--- src/rtl/thermo_decode_arbiter_pkg.sv ---
// -----------------------------------------------------------------------------
// thermo_decode_arbiter_pkg
//   Shared definitions for the thermometer decode arbiter:
//     - FSM state encoding (IDLE / SCAN / DONE)
//     - default geometry: K (code width), W (thermometer width),
//       N (requesters), IDW (requester-ID width)
// -----------------------------------------------------------------------------
package thermo_decode_arbiter_pkg;

    localparam int DEF_K   = 3;
    localparam int DEF_W   = 7;
    localparam int DEF_N   = 4;
    localparam int DEF_IDW = 2;

    typedef enum logic [1:0] {
        ST_IDLE = 2'd0,
        ST_SCAN = 2'd1,
        ST_DONE = 2'd2
    } state_t;

endpackage : thermo_decode_arbiter_pkg

--- src/rtl/thermo_rr_arbiter.sv ---
// -----------------------------------------------------------------------------
// thermo_rr_arbiter
//   Combinational round-robin arbiter. The search starts at requester `ptr`
//   and wraps upward modulo N; the first asserted request wins.
//
//   Ports:
//     req_valid [N]   per-requester request
//     ptr       [IDW] requester with highest priority this cycle
//     grant     [N]   one-hot grant, all zero when nobody requests
//     grant_id  [IDW] index of the granted requester (0 when no grant)
// -----------------------------------------------------------------------------
module thermo_rr_arbiter
    import thermo_decode_arbiter_pkg::*;
#(
    parameter int N   = DEF_N,
    parameter int IDW = DEF_IDW
) (
    input  logic [N-1:0]   req_valid,
    input  logic [IDW-1:0] ptr,
    output logic [N-1:0]   grant,
    output logic [IDW-1:0] grant_id
);

    logic           found;
    logic [IDW-1:0] cand;

    always_comb begin
        // NOTE: every variable written here gets a default first, so no path
        // through the loop can leave one unassigned and infer a latch.
        grant    = '0;
        grant_id = '0;
        found    = 1'b0;
        cand     = '0;
        for (int i = 0; i < N; i++) begin
            cand = IDW'((int'(ptr) + i) % N);
            if (!found && req_valid[cand]) begin
                found       = 1'b1;
                grant[cand] = 1'b1;
                grant_id    = cand;
            end
        end
    end

endmodule : thermo_rr_arbiter

--- src/rtl/thermo_decode_arbiter.sv ---
// -----------------------------------------------------------------------------
// thermo_decode_arbiter
//   One shared, iterative thermometer-to-binary decoder serving N requesters.
//   A round-robin arbiter grants one requester, its W-bit word is captured,
//   and the word is scanned MSB-down one bit per clock. The result is the
//   position of the highest set bit plus one (0..W), tagged with the
//   requester ID and a bubble-error flag.
//
//   Ports:
//     clk, rst_n            clock, asynchronous active-low reset
//     req_valid [N]         per-requester word valid
//     req_data  [N*W]       requester i word at [i*W +: W]
//     req_ready [N]         one-hot grant; a handshake is valid&&ready
//     out_valid             result valid (held until out_ready)
//     out_ready             downstream accept
//     out_code  [K]         decoded count
//     out_id    [IDW]       requester index of the result
//     out_err               word was not a legal thermometer code
// -----------------------------------------------------------------------------
module thermo_decode_arbiter
    import thermo_decode_arbiter_pkg::*;
#(
    parameter int K   = DEF_K,
    parameter int W   = DEF_W,
    parameter int N   = DEF_N,
    parameter int IDW = DEF_IDW
) (
    input  logic           clk,
    input  logic           rst_n,
    input  logic [N-1:0]   req_valid,
    input  logic [N*W-1:0] req_data,
    output logic [N-1:0]   req_ready,
    output logic           out_valid,
    input  logic           out_ready,
    output logic [K-1:0]   out_code,
    output logic [IDW-1:0] out_id,
    output logic           out_err
);

    state_t         state;
    state_t         state_nxt;
    logic [IDW-1:0] ptr;
    logic [IDW-1:0] id;
    logic [K-1:0]   idx;
    logic [W-1:0]   data;

    logic [N-1:0]   grant;
    logic [IDW-1:0] grant_id;
    logic [W-1:0]   grant_word;

    logic [W:0]     pow2;
    logic [W-1:0]   legal_mask;
    logic           top_hit;
    logic           scan_stop;

    thermo_rr_arbiter #(
        .N   (N),
        .IDW (IDW)
    ) u_arb (
        .req_valid (req_valid),
        .ptr       (ptr),
        .grant     (grant),
        .grant_id  (grant_id)
    );

    // Grant is only visible in IDLE and never while reset is asserted, so a
    // requester cannot see a handshake that the FSM will not honour.
    assign req_ready  = (state == ST_IDLE && rst_n) ? grant : '0;
    assign grant_word = req_data[grant_id*W +: W];
    assign out_valid  = (state == ST_DONE);

    // pow2 = 2^idx. Bit idx-1 of the word is tested via pow2[W:1], which is
    // all zero when idx==0 and so never reads below bit 0. The legal
    // thermometer word for a given idx is 2^idx - 1.
    always_comb begin
        pow2       = '0;
        pow2[idx]  = 1'b1;
        legal_mask = W'(pow2 - (W+1)'(1));
        top_hit    = |(data & pow2[W:1]);
        scan_stop  = (idx == '0) || top_hit;
    end

    always_comb begin
        state_nxt = state;
        unique case (state)
            ST_IDLE: if (|req_valid) state_nxt = ST_SCAN;
            ST_SCAN: if (scan_stop)  state_nxt = ST_DONE;
            ST_DONE: if (out_ready)  state_nxt = ST_IDLE;
            default:                 state_nxt = ST_IDLE;
        endcase
    end

    // NOTE: sequential state uses non-blocking assignments so every register
    // samples the pre-edge values regardless of statement order.
    always_ff @(posedge clk or negedge rst_n) begin
        if (!rst_n) begin
            state    <= ST_IDLE;
            ptr      <= '0;
            id       <= '0;
            idx      <= '0;
            data     <= '0;
            out_code <= '0;
            out_id   <= '0;
            out_err  <= '0;
        end else begin
            state <= state_nxt;
            unique case (state)
                ST_IDLE: begin
                    if (|req_valid) begin
                        data <= grant_word;
                        id   <= grant_id;
                        idx  <= K'(W);
                    end
                end
                ST_SCAN: begin
                    if (scan_stop) begin
                        out_code <= idx;
                        out_id   <= id;
                        out_err  <= (data != legal_mask);
                    end else begin
                        idx <= idx - 1'b1;
                    end
                end
                ST_DONE: begin
                    // Rotation advances only when a result is consumed.
                    if (out_ready) begin
                        ptr <= (id == IDW'(N-1)) ? '0 : id + 1'b1;
                    end
                end
                default: ;
            endcase
        end
    end

endmodule : thermo_decode_arbiter

--- config.mk ---
export PLATFORM = sky130hd
export DESIGN_NAME = thermo_decode_arbiter
export DESIGN_NICKNAME = d
export VERILOG_FILES = /design/src/rtl/thermo_decode_arbiter_pkg.sv /design/src/rtl/thermo_rr_arbiter.sv /design/src/rtl/thermo_decode_arbiter.sv
export SDC_FILE = /design/constraint.sdc
export NUM_CORES = 1
export LEC_CHECK = 0
export ABC_CLOCK_PERIOD_IN_PS = 3200
export CAP_MARGIN = 20
export CORE_MARGIN = 2
export CORE_UTILIZATION = 45
export CTS_CLUSTER_SIZE = 30
export DETAILED_ROUTE_END_ITERATION = 10
export GPL_TIMING_DRIVEN = 0
export PLACE_DENSITY_LB_ADDON = 0.15
export SYNTH_ARGS = -nofsm -noshare
export SYNTH_HDL_FRONTEND = slang
export SYNTH_HIERARCHICAL = 1
export SYNTH_SLANG_ARGS = --single-unit
--- constraint.sdc ---
create_clock -name clk -period 3.2 [get_ports clk]
set_input_delay 0.64 -clock clk [delete_from_list [all_inputs] [get_ports clk]]
set_output_delay 0.64 -clock clk [all_outputs]
set_load 0.005 [all_outputs]
Yosys cells after proc, flatten, opt, wreduce, memory -nomap -nowiden --
Cells that the tools add are included.
Storage, ports and cells: flip-flop bits (word level) 22, input bits 35, logic and storage cells 99, output and inout port bits 11
Operators by class: mux-type cells 38, shift operators 1, equal/unequal tests 8, multiply operators 1, bitwise logic cells 4, reduce and logical (&&, ||, !) cells 23, add/subtract/negate cells 6, $lt $le $gt $ge 10
Operators by type and width (number):
- $shiftx A28 B6 Y7 | 1
- $mux W4 | 5
- $mux W2 | 8
- $lt A2 B3 Y1 const B | 4
- $mux W1 | 12
- $or A4 B4 Y4 | 3
- $logic_and A1 B1 Y1 | 9
- $bmux W1 S2 | 4
- $demux W1 S2 | 4
- $ge A2 B1 Y1 const B | 4
- $and A7 B7 Y7 | 1
- $ne A7 B7 Y1 | 1
- $reduce_or A7 Y1 | 1
- $sub A7 B1 Y7 const B | 1
- $mux W3 | 2
- $pmux W2 S3 | 1
- $pmux W3 S2 | 1
- $reduce_and A2 Y1 | 3
- $reduce_and A3 Y1 | 2
- $mul A2 B3 Y5 const B | 1
- $add A2 B1 Y2 const B | 2
- $add A2 B2 Y2 const B | 2
- $eq A2 B2 Y1 const B | 2
- $lt A3 B4 Y1 const B | 1
- 12 further kinds | 16

Logic depth before layout (Yosys ltp) --
depth in word-level cells 14, mapped depth 12, gate-level depth less buffers 9

Hierarchy --
The synthesis kept the hierarchy.
Modules (own cells, without submodules):
- thermo_decode_arbiter | cells an instance 114, area an instance 1397.6 µm², times used 1, seq. area each 550.5 µm²
- thermo_rr_arbiter | cells an instance 65, area an instance 489.2 µm², times used 1, seq. area each 0.0 µm²

Worst setup path after synthesis --
No wires, ideal clock.
kind register to register, from register ptr[0], to register data[2], arrival time 3.048 ns, cell stages (with the launch flop) 11, required time 3.075 ns, path buffers 3, library setup time 0.125 ns, path slack 0.027 ns, period minus slack after synthesis 3.173 ns, cells stage by stage dfrtp_1 > buf_6 > buf_2 > inv_1 > ha_1 > o21ai_0 > o31ai_1 > o31a_1 > clkbuf_1 > mux4_2 > mux2_2
On the way: word-level cells in the longest chain between the ends 14, elaborated cells between the ends (all ways) 26, those cells by class 3 x add/sub; 1 x mul; 1 x shift; 15 x mux; 6 x reduce/logical
Ends and longest elaborated chain:
- start, declared | line thermo_decode_arbiter.sv:42 | logic [IDW-1:0] ptr;
- start signal, assigned | line thermo_decode_arbiter.sv:127 | ptr <= (id == IDW'(N-1)) ? '0 : id + 1'b1;
- branches (longest 11 deep; another with $add A2 B1 Y2)
- $mux W2 (*) | line thermo_rr_arbiter.sv:36 | if (!found && req_valid[cand]) begin
- via grant_id[0] | line thermo_decode_arbiter.sv:48 | logic [IDW-1:0] grant_id;
- $mul A2 B3 Y5 (*) | line thermo_decode_arbiter.sv:69 | assign grant_word = req_data[grant_id*W +: W];
- $shiftx A28 B6 Y7 (*) | line thermo_decode_arbiter.sv:69
- end signal, assigned | line thermo_decode_arbiter.sv:110 | data <= grant_word;
- end, declared | line thermo_decode_arbiter.sv:45 | logic [W-1:0] data;
Mark *: on every way through the listed nets, which the timed path passes. The select of a mux whose other input is x is not followed. A chain may end at the register's enable or synchronous reset.

Worst setup path in the final report --
from input port req_valid[3], to output port req_ready[0]
On the way: word-level cells in the longest chain between the ends 13, elaborated cells between the ends (all ways) 25, those cells by class 16 x mux; 3 x bitwise; 6 x reduce/logical
Ends and longest elaborated chain:
- start, declared | line thermo_decode_arbiter.sv:30 | input logic [N-1:0] req_valid,
- $bmux W1 S2 | line thermo_rr_arbiter.sv:36
- $mux W1 (implied by the code) | line thermo_rr_arbiter.sv:36
- $mux W1 | line thermo_rr_arbiter.sv:36
- $logic_not A1 Y1 | line thermo_rr_arbiter.sv:36
- $logic_and A1 B1 Y1 | line thermo_rr_arbiter.sv:36
- $mux W1 | line thermo_rr_arbiter.sv:36
- $logic_not A1 Y1 | line thermo_rr_arbiter.sv:36
- $logic_and A1 B1 Y1 | line thermo_rr_arbiter.sv:36
- $mux W1 | line thermo_rr_arbiter.sv:36
- $logic_not A1 Y1 | line thermo_rr_arbiter.sv:36
- $logic_and A1 B1 Y1 | line thermo_rr_arbiter.sv:36
- $mux W4 (*) | line thermo_rr_arbiter.sv:36
- via grant[0] | line thermo_decode_arbiter.sv:47 | logic [N-1:0] grant;
- $mux W4 (*) | line thermo_decode_arbiter.sv:68 | assign req_ready = (state == ST_IDLE && rst_n) ? grant : '0;
- end, declared | line thermo_decode_arbiter.sv:32 | output logic [N-1:0] req_ready,
The timed path passes the listed nets; every way through them passes the cells marked *. The select of a mux whose other input is x is not followed.

==> flow_summary.yaml <==
global_route:
  grt_antenna_before_repair: 0
  grt_pass1_wl_um: 7490
  track_usage: 0.209
  grt_max_degree: 27
  grt_overflow: 0
  grt_pass1_vias: 1638
pwr:
  pwr-share-comb: 0.671
  power.share.clock: 0.110
  p_per_area_mw_per_mm2: 863
  leakagePower_uw: 0.00116
  switching_power_uw: 881
  seqPwrFrac: 0.219
  p_int_uw: 1440
  ir_drop_v: 0.000429
  p_sw_frac: 0.380
floorplan:
  die-area_sq_mm: 0.00473
  die_w_um: 68.8
  start_util: 0.468
  rows: 23
  coreArea_sq_mm: 0.00403
  io_pins: 46
  die-height_um: 68.8
sta:
  fin_tns_setup_ns: 0
  period_share: 0.982
  worstMarginPinSlew_ns: 0.657
  max_freq_mhz: 318
  skew_ns: 0.00854
  finalSetupViolations: 0
  hold_viol_final: 0
  period_needed_ns: 3.14
  timing.final.max_slew_violations: 0
  maxSlewHeadroom: 0.559
final_layout:
  fin_area_sq_mm: 0.00269
  layout_common_cells: "clkdlybuf4s50_1 (37), dfrtp_1 (21), nand2_1 (15), buf_4 (13), mux4_2 (10)"
  fill_cells: 306
  antenna_cells: 0
  register_area_sq_um: 552
  synthToLayoutAreaGrowth_pct: 42.5
  drive_gt1_frac: 0.329
  multi_input_area_sq_mm: 0.00125
  layout_commonest_cell: "clkdlybuf4s50_1"
  nets: 287
  instances_no_fill: 293
synth:
  synth_flop_cell: "dfrtp_1"
  synth_edf_count: 0
  ys_ff_latch: 22
  synth_cell_type_count: 59
  synth_nets: 222
  ys_seq_area_frac: 0.292
  synth_cells: 179
  ys_warn_count: 6
  avgSynthCellArea_sq_um: 10.5
  netlist_area_sq_mm: 0.00189
  synthArstFlopShare: 1.00
drt:
  drt_iter0_drc: 118
  dr_total_vias: 1661
  wl_um: 4600
  ant_nets: 0
  first_pass_iters: 4
  drc: 0
  wl_per_cell_um: 15.7
  via_per_inst: 5.67
cts:
  cts.clk_slew.worst_paths_ns: 0.08
  clockBufferDepth: 2
  clk_latency_ns: 0.26
  cts_sinks: 22
  cts_tree: "built"
  hold_buffers: 0
  cts_made_buffers: 3
  htree_levels: 1
  cts-root-buf: "clkbuf_8"
placed_design:
  port_buffers: 45
  place_congestion: 0.871
  dpl_cell_area_sq_mm: 0.00240
  dp_hpwl_um: 3260
  placedCellCount: 274
setup_path:
  worstPathRequired_ns: 2.56
  worstPathArrival_ns: 2.50
  critPathLaunchType: "input port"
  crit_path_end_kind: "output port"
  crit_type: "in -> out"
  cp_max_fo: 8
run:
  drv_cap: 0
min_path:
  hold_class: "reg -> reg"
status:
  status: "completed"
-- synth_stat cells (all sizes together), types with 2 or more instances --
cell / instances / area [sq um]
and2: 3 / 21.3
or2: 3 / 21.3
clkbuf: 5 / 26.3
o21bai: 2 / 15.0
nor3: 3 / 15.0
nand2: 15 / 56.3
mux2i: 6 / 60.1
o21ai: 10 / 53.8
buf: 9 / 58.8
ha: 8 / 100
and3b: 3 / 26.3
nor3b: 4 / 35.0
mux4: 10 / 225
a31oi: 4 / 40.0
mux2: 16 / 206
nand4: 2 / 12.5
a21oi: 3 / 15.0
nand2b: 2 / 12.5
o31ai: 2 / 15.0
and3: 5 / 31.3
nor2: 8 / 30.0
nor2b: 3 / 26.3
a21o: 2 / 15.0
a221o: 4 / 45.0
inv: 8 / 30.0
dfrtp: 22 / 551
-- layout make-up --
class / count / area share
Sequential cell: 22 / 0.205
Inverter: 8 / 0.0130
Tap cell: 50 / 0.0233
Multi-Input combinational cell: 135 / 0.466
Clock buffer: 3 / 0.0154
Clock inverter: 1 / 0.0112
Buffer: 13 / 0.0475
Timing Repair Buffer: 61 / 0.219
-- power groups by stage --
stage          logic [uW]  clock network (uW)  registers [uW]
2_1_floorplan        1070                   0             484
3_3_place_gp         1300                   0             511
3_5_place_dp         1360                   0             518
4_1_cts              1500                 260             505
5_1_grt              1680                 270             528
6_report             1560                 256             507
-- critical path: stages --
cell and delay, ns:
dlygate4sd2_1 0.27, buf_6 0.14, mux4_2 0.49, or2_4 0.28, nor2b_4 0.15, a221o_2 0.16
and3_4 0.17, clkdlybuf4s15_1 0.19
-- cell families (layout without fill, tap and decap cells) --
kind of cell / count (synthesis) / in the layout / share of synthesized area
buf+inv: 22 / 86 / 0.0610
simple gates: 54 / 54 / 0.162
flops: 22 / 22 / 0.292
mux: 32 / 32 / 0.261
compound gates: 38 / 38 / 0.156
xor+xnor: 2 / 2 / 0.00929
fa+ha+maj: 9 / 9 / 0.0590
-- per-layer routing --
| metal | global-route usage | wire [um] | share of wire | vias to the layer above |
|---|---|---|---|---|
| li1 | - | - | - | 795 |
| met3 | 0.0455 | 249 | 0.054 | 8 |
| met5 | 0 | 0 | 0 | - |
| met1 | 0.277 | 2080 | 0.45 | 792 |
| met4 | 0.0490 | 70 | 0.015 | 0 |
| met2 | 0.349 | 2200 | 0.48 | 66 |
-- registers in the layout, indices dropped and copies added, names as in the netlist --
register  count
state         2
id            2
idx           3
out_id        2
out_code      3
out_err       1
ptr           2
data          7
-- stage by stage --
stage,setup slack (ns),util,hold WS (ns),total power [uW]
6_report,0.0566,0.667,0.515,2320
5_1_grt,-0.00107,0.667,0.534,2480
4_1_cts,0.0199,0.651,0.521,2270
3_5_place_dp,-0.752,0.596,0.495,1870
3_3_place_gp,-0.644,0.596,0.497,1810
2_1_floorplan,0.0270,-,0.344,1550
-- what timing repair did --
action / 4_1_cts / 5_1_grt
pin swaps: 2 / 2
hold endpoints to repair: 0 / 0
endpoints found under the setup margin: 11 / 10
setup buffers: 12 / 3
gates resized for setup: 30 / 14
-- final timing paths --
| path | from | end | slack (ns) | cells after the start |
|---|---|---|---|---|
| setup / recovery | req_valid[3] | req_ready[0] | 0.06 | 8 |
| min in group asynchronous | rst_n | ptr[1] | 0.65 | 1 |
| max in group asynchronous | rst_n | ptr[0] | 2.12 | 2 |
| setup reg to reg | ptr[0] | data[5] | 0.18 | 10 |
| hold reg to reg | out_code[2] | out_code[2] | 0.52 | 1 |
| hold / removal | out_code[2] | out_code[2] | 0.52 | 1 |
Note: power is estimated with default switching activity, not from simulation.
==> patch 1 (config.mk and constraints unchanged) <==
Put one more register stage on the output `out_err`, cleared by the reset. The value now appears one clock later. The other outputs are not delayed to match.
--- a/src/rtl/thermo_decode_arbiter.sv
+++ b/src/rtl/thermo_decode_arbiter.sv
@@ -38,2 +38,4 @@
 );
+
+    logic out_err_s0;
 
@@ -103,3 +105,3 @@
             out_id   <= '0;
-            out_err  <= '0;
+            out_err_s0 <= '0;
         end else begin
@@ -118,3 +120,3 @@
                         out_id   <= id;
-                        out_err  <= (data != legal_mask);
+                        out_err_s0 <= (data != legal_mask);
                     end else begin
@@ -134,2 +136,10 @@
 
+    always_ff @(posedge clk or negedge rst_n) begin
+        if (!rst_n) begin
+            out_err <= '0;
+        end else begin
+            out_err <= out_err_s0;
+        end
+    end
+
 endmodule : thermo_decode_arbiter
Check against the original RTL: not equivalent (Yosys sat finds a counterexample within 4 cycles, from zero or initial values and one cycle with rst_n low).
==> patch 1 against the unedited design <==
- routed wire length increased by 6.2%
- sequential cell count increased by 1
- total power increased by 5.8%
- worst setup slack improved by 0.0023 ns
- final area decreased by 4.9%
- cell count decreased by 1.0%
- synthesized area decreased by 3.3%
- clock power decreased by 28%
- critical path type unchanged
- largest power group unchanged
==> patch 1: results (changes against the unedited design) <==
pre-CTS setup slack -0.628 ns (+0.124 ns); Placed Cells 275 (+0.36%); sw frac 39.9% (+1.9 points); inverters 10 (+2); flops & latches, synth 23 (+4.5%); CP max FO 8 (unchanged); Synth Area in XOR/XNOR 0.480% (-0.45 points); Non-Clock Buffer Area Fraction 26.9% (+0.24 points); pin count of the biggest net entering global routing 28 (+3.7%); clk buf depth 2 (unchanged); Die ar. 0.00458 mm^2 (-3.1%); routed wire length 4890 um (+6.2%); Slew Limit Headroom 67.2% (+11 points); via count 1,725 (+3.9%); Clock Skew 0.00672 ns (-0.00183 ns); YS warnings 6 (unchanged); cells after synthesis 180 (+0.56%); crit-path max cell delay 0.56 ns (+0.07 ns); root buffer cell clkbuf_8; post-synthesis compound-gate area fraction 16.8% (+1.2 points); Buffers, non-clock 69 (-6.8%); sequential-to-total area share from yosys stat 31.6% (+2.4 points); DRT iter0 DRCs 93 (-21%); P_clk 0.185 mW (-28%); Lkg Pwr 1.12 nW (-3.3%); top post-synthesis cells by area dfrtp_1 32%, mux4_2 12%, mux2_2 6.2%; biggest regs data (7), idx (3), out_code (3); Comb pwr share 69.0% (+1.9 points); Placed Instance Area 0.00234 mm^2 (-2.6%); fin nets 284 (-1.0%); count of cell types in the netlist 45 (-24%); first-pass GRT wire length 7790 um (+4.0%); Top delay family on crit path simple AND/OR/NAND/NOR gates; clk tree area frac 1.81% (-0.84 points); vias per inst 5.95 (+4.9%); clock power share 7.5% (-3.5 points); H-tree levels 1 (unchanged); Final GP Congestion 0.886 (+1.8%); Peak VDD IR 0.423 mV (-1.4%); Tightest Hold Check Type reg -> reg; Syn Nets 223 (+0.45%); area of the multi-input gates 0.00114 mm^2 (-8.6%); hpwl dp 3530 um (+8.4%); Multi-Input Combinational 134 (-0.74%); status finished clean; total area of sequential cells 577 um^2 (+4.5%); mux share of post-synthesis cell area 23.5% (-2.6 points); # resized after CTS 35 (+17%); setup bufs post-CTS 11 (-1); multi-input logic portion of the cell area 44.8% (-1.8 points); GR Util All Layers 22.5% (+1.6 points); share of cells above drive strength 1 27.9% (-5.0 points); filler instances 328 (+7.2%); post-synthesis adder-cell area fraction 6.04% (+0.13 points); clock latency on the worst-skew pair 0.27 ns; top cells by count, synth 23 x dfrtp_1, 19 x nand2_1, 18 x o21ai_0
[patch 1: cell types whose count changed after synthesis, moves of 3 or more]
cell	delta
inv_1	+3
mux2_2	+3
mux2_4	-5
nand2_1	+4
o21ai_0	+10
[patch 1: routing by layer]
layer / GRT usage [%] / wire length [um] / vias up
met2: 41.2 / 2640 / 70
met3: 4.00 / 202 / 19
li1: - / - / 789
met5: 0 / 0 / -
met4: 6.89 / 154 / 0
met1: 26.3 / 1890 / 847
[patch 1: final timing paths]
kind	startpoint	end	slack, ns	cells past startpoint
setup / recovery	req_valid[0]	req_ready[1]	0.06	8
hold / removal	out_err_s0	out_err	0.40	0
setup reg to reg	ptr[0]	data[3]	0.30	10
hold reg to reg	out_err_s0	out_err	0.40	0
max in group asynchronous	rst_n	ptr[0]	2.05	2
min in group asynchronous	rst_n	data[5]	0.68	1
==> patch 2 (same flow settings) <==
Without the edit above. The package constant `DEF_N` goes from 4 to 3.
--- a/src/rtl/thermo_decode_arbiter_pkg.sv
+++ b/src/rtl/thermo_decode_arbiter_pkg.sv
@@ -11,3 +11,3 @@
     localparam int DEF_W   = 7;
-    localparam int DEF_N   = 4;
+    localparam int DEF_N   = 3;
     localparam int DEF_IDW = 2;
Ports: changed (resized req_data, req_ready and req_valid); port bits go from 46 to 37. No check against the original RTL was run, so the function may have changed too.
==> patch 2 against the unedited design <==
- routed wire length decreased by 22%
- worst setup slack improved by 0.0033 ns
- worst hold slack got worse by 0.15 ns
- total power decreased by 13%
- cell count decreased by 10%
- clock skew decreased by 0.0060 ns
- register-to-register slack improved by 0.42 ns
- critical path depth decreased by 1
- first-iteration DRC count decreased by 54%
- final area decreased by 20%
- largest power group unchanged
- critical endpoint unchanged
- sequential cell count unchanged
- synthesized area decreased by 13%
- core utilization decreased by 4.0 points
==> patch 2: results (changes against the unedited design) <==
status finished clean; Synth Flop Type dfrtp_1; Tmin final 3.14 ns (-0.00328 ns); Comb pwr share 67.9% (+0.8 points); worst r2r src ptr[1]; Syn Nets 211 (-5.0%); Slew Limit Headroom 63.0% (+7.2 points); sequential-to-total area share from yosys stat 33.6% (+4.4 points); share of cells above drive strength 1 12.9% (-20 points); fin nets 253 (-12%); CP max FO 5 (-3); Reg2Reg Setup Slack 0.60 ns (+0.42 ns); Worst Reg-to-Reg Cells 12 (+2); vias per inst 5.55 (-2.1%); Final GP Congestion 0.826 (-5.2%); setup bufs post-CTS 0 (-12); Lkg Pwr 0.960 nW (-17%); pre-CTS setup slack -0.138 ns (+0.614 ns); routed wire length 3570 um (-22%); met2 WL 1780 um (-19%); Placed Instance Area 0.00206 mm^2 (-14%); met3 Use GR 2.46% (-2.1 points); # resized after CTS 2 (-93%); crit-path max cell delay 0.60 ns (+0.11 ns); clock latency on the worst-skew pair 0.30 ns (+0.04 ns); Tightest Hold Check Type in -> async; top post-synthesis cells by area dfrtp_1 34%, mux2i_1 9.2%, a21oi_1 6.4%; Hold WS 0.369 ns (-0.146 ns); Port Buffers 36 (-20%); DRT iter0 DRCs 54 (-54%); terminus of the critical flop-to-flop path data[2]; root buffer cell clkbuf_4; top cells by count, synth 24 x nor2_1, 22 x dfrtp_1, 21 x a21oi_1; first-pass GRT wire length 5860 um (-22%); Clock Skew 0.00256 ns (-0.00598 ns); # setup viols final 0 (unchanged); Peak VDD IR 0.456 mV (+6.5%); hpwl dp 2680 um (-18%); GR Util met1 20.6% (-7.1 points); Pwr Total 2.03 mW (-13%); First-pass DRT Iterations 4 (unchanged); pin count of the biggest net entering global routing 26 (-3.7%); Area Growth Syn to Fin 30.8%; GR Util All Layers 17.8% (-3.1 points); Clock Pin Slew Worst Setup and Hold Paths 0.11 ns (+0.03 ns); Met3 Wirelength 184 um (-26%); filler instances 298 (-2.6%); GR Util met2 31.6% (-3.2 points); Placed Cells 259 (-5.5%); Avg Inst Size Synth 9.25 um^2 (-12%)
==> patch 2: cell count changes after synthesis, sizes merged, moves of 4 or more <==
cell   delta
a21oi    +18
nor2     +16
mux4     -10
mux2i     +9
mux2      -8
o21ai     -7
nand2     -6
a221o     -4
==> patch 2: cells by family after synthesis <==
group                    Yosys count  share of synthesized area (%)
AND/OR/NAND/NOR                   56                           17.8
AO/OA/AOI/OAI                     43                           18.1
multiplexers                      23                           16.0
flip-flops                        22                           33.6
buffers and inverters             20                           5.88
adder cells (fa/ha/maj)            7                           5.35
XOR/XNOR                           6                           3.21
==> patch 2: area by class of cell <==
type	count	area share, %
Sequential cell	22	25.7
Inverter	11	1.93
Timing Repair Buffer	37	18.4
Buffer	9	2.57
Clock buffer	3	1.05
Tap cell	46	2.69
Multi-Input combinational cell	135	47.7
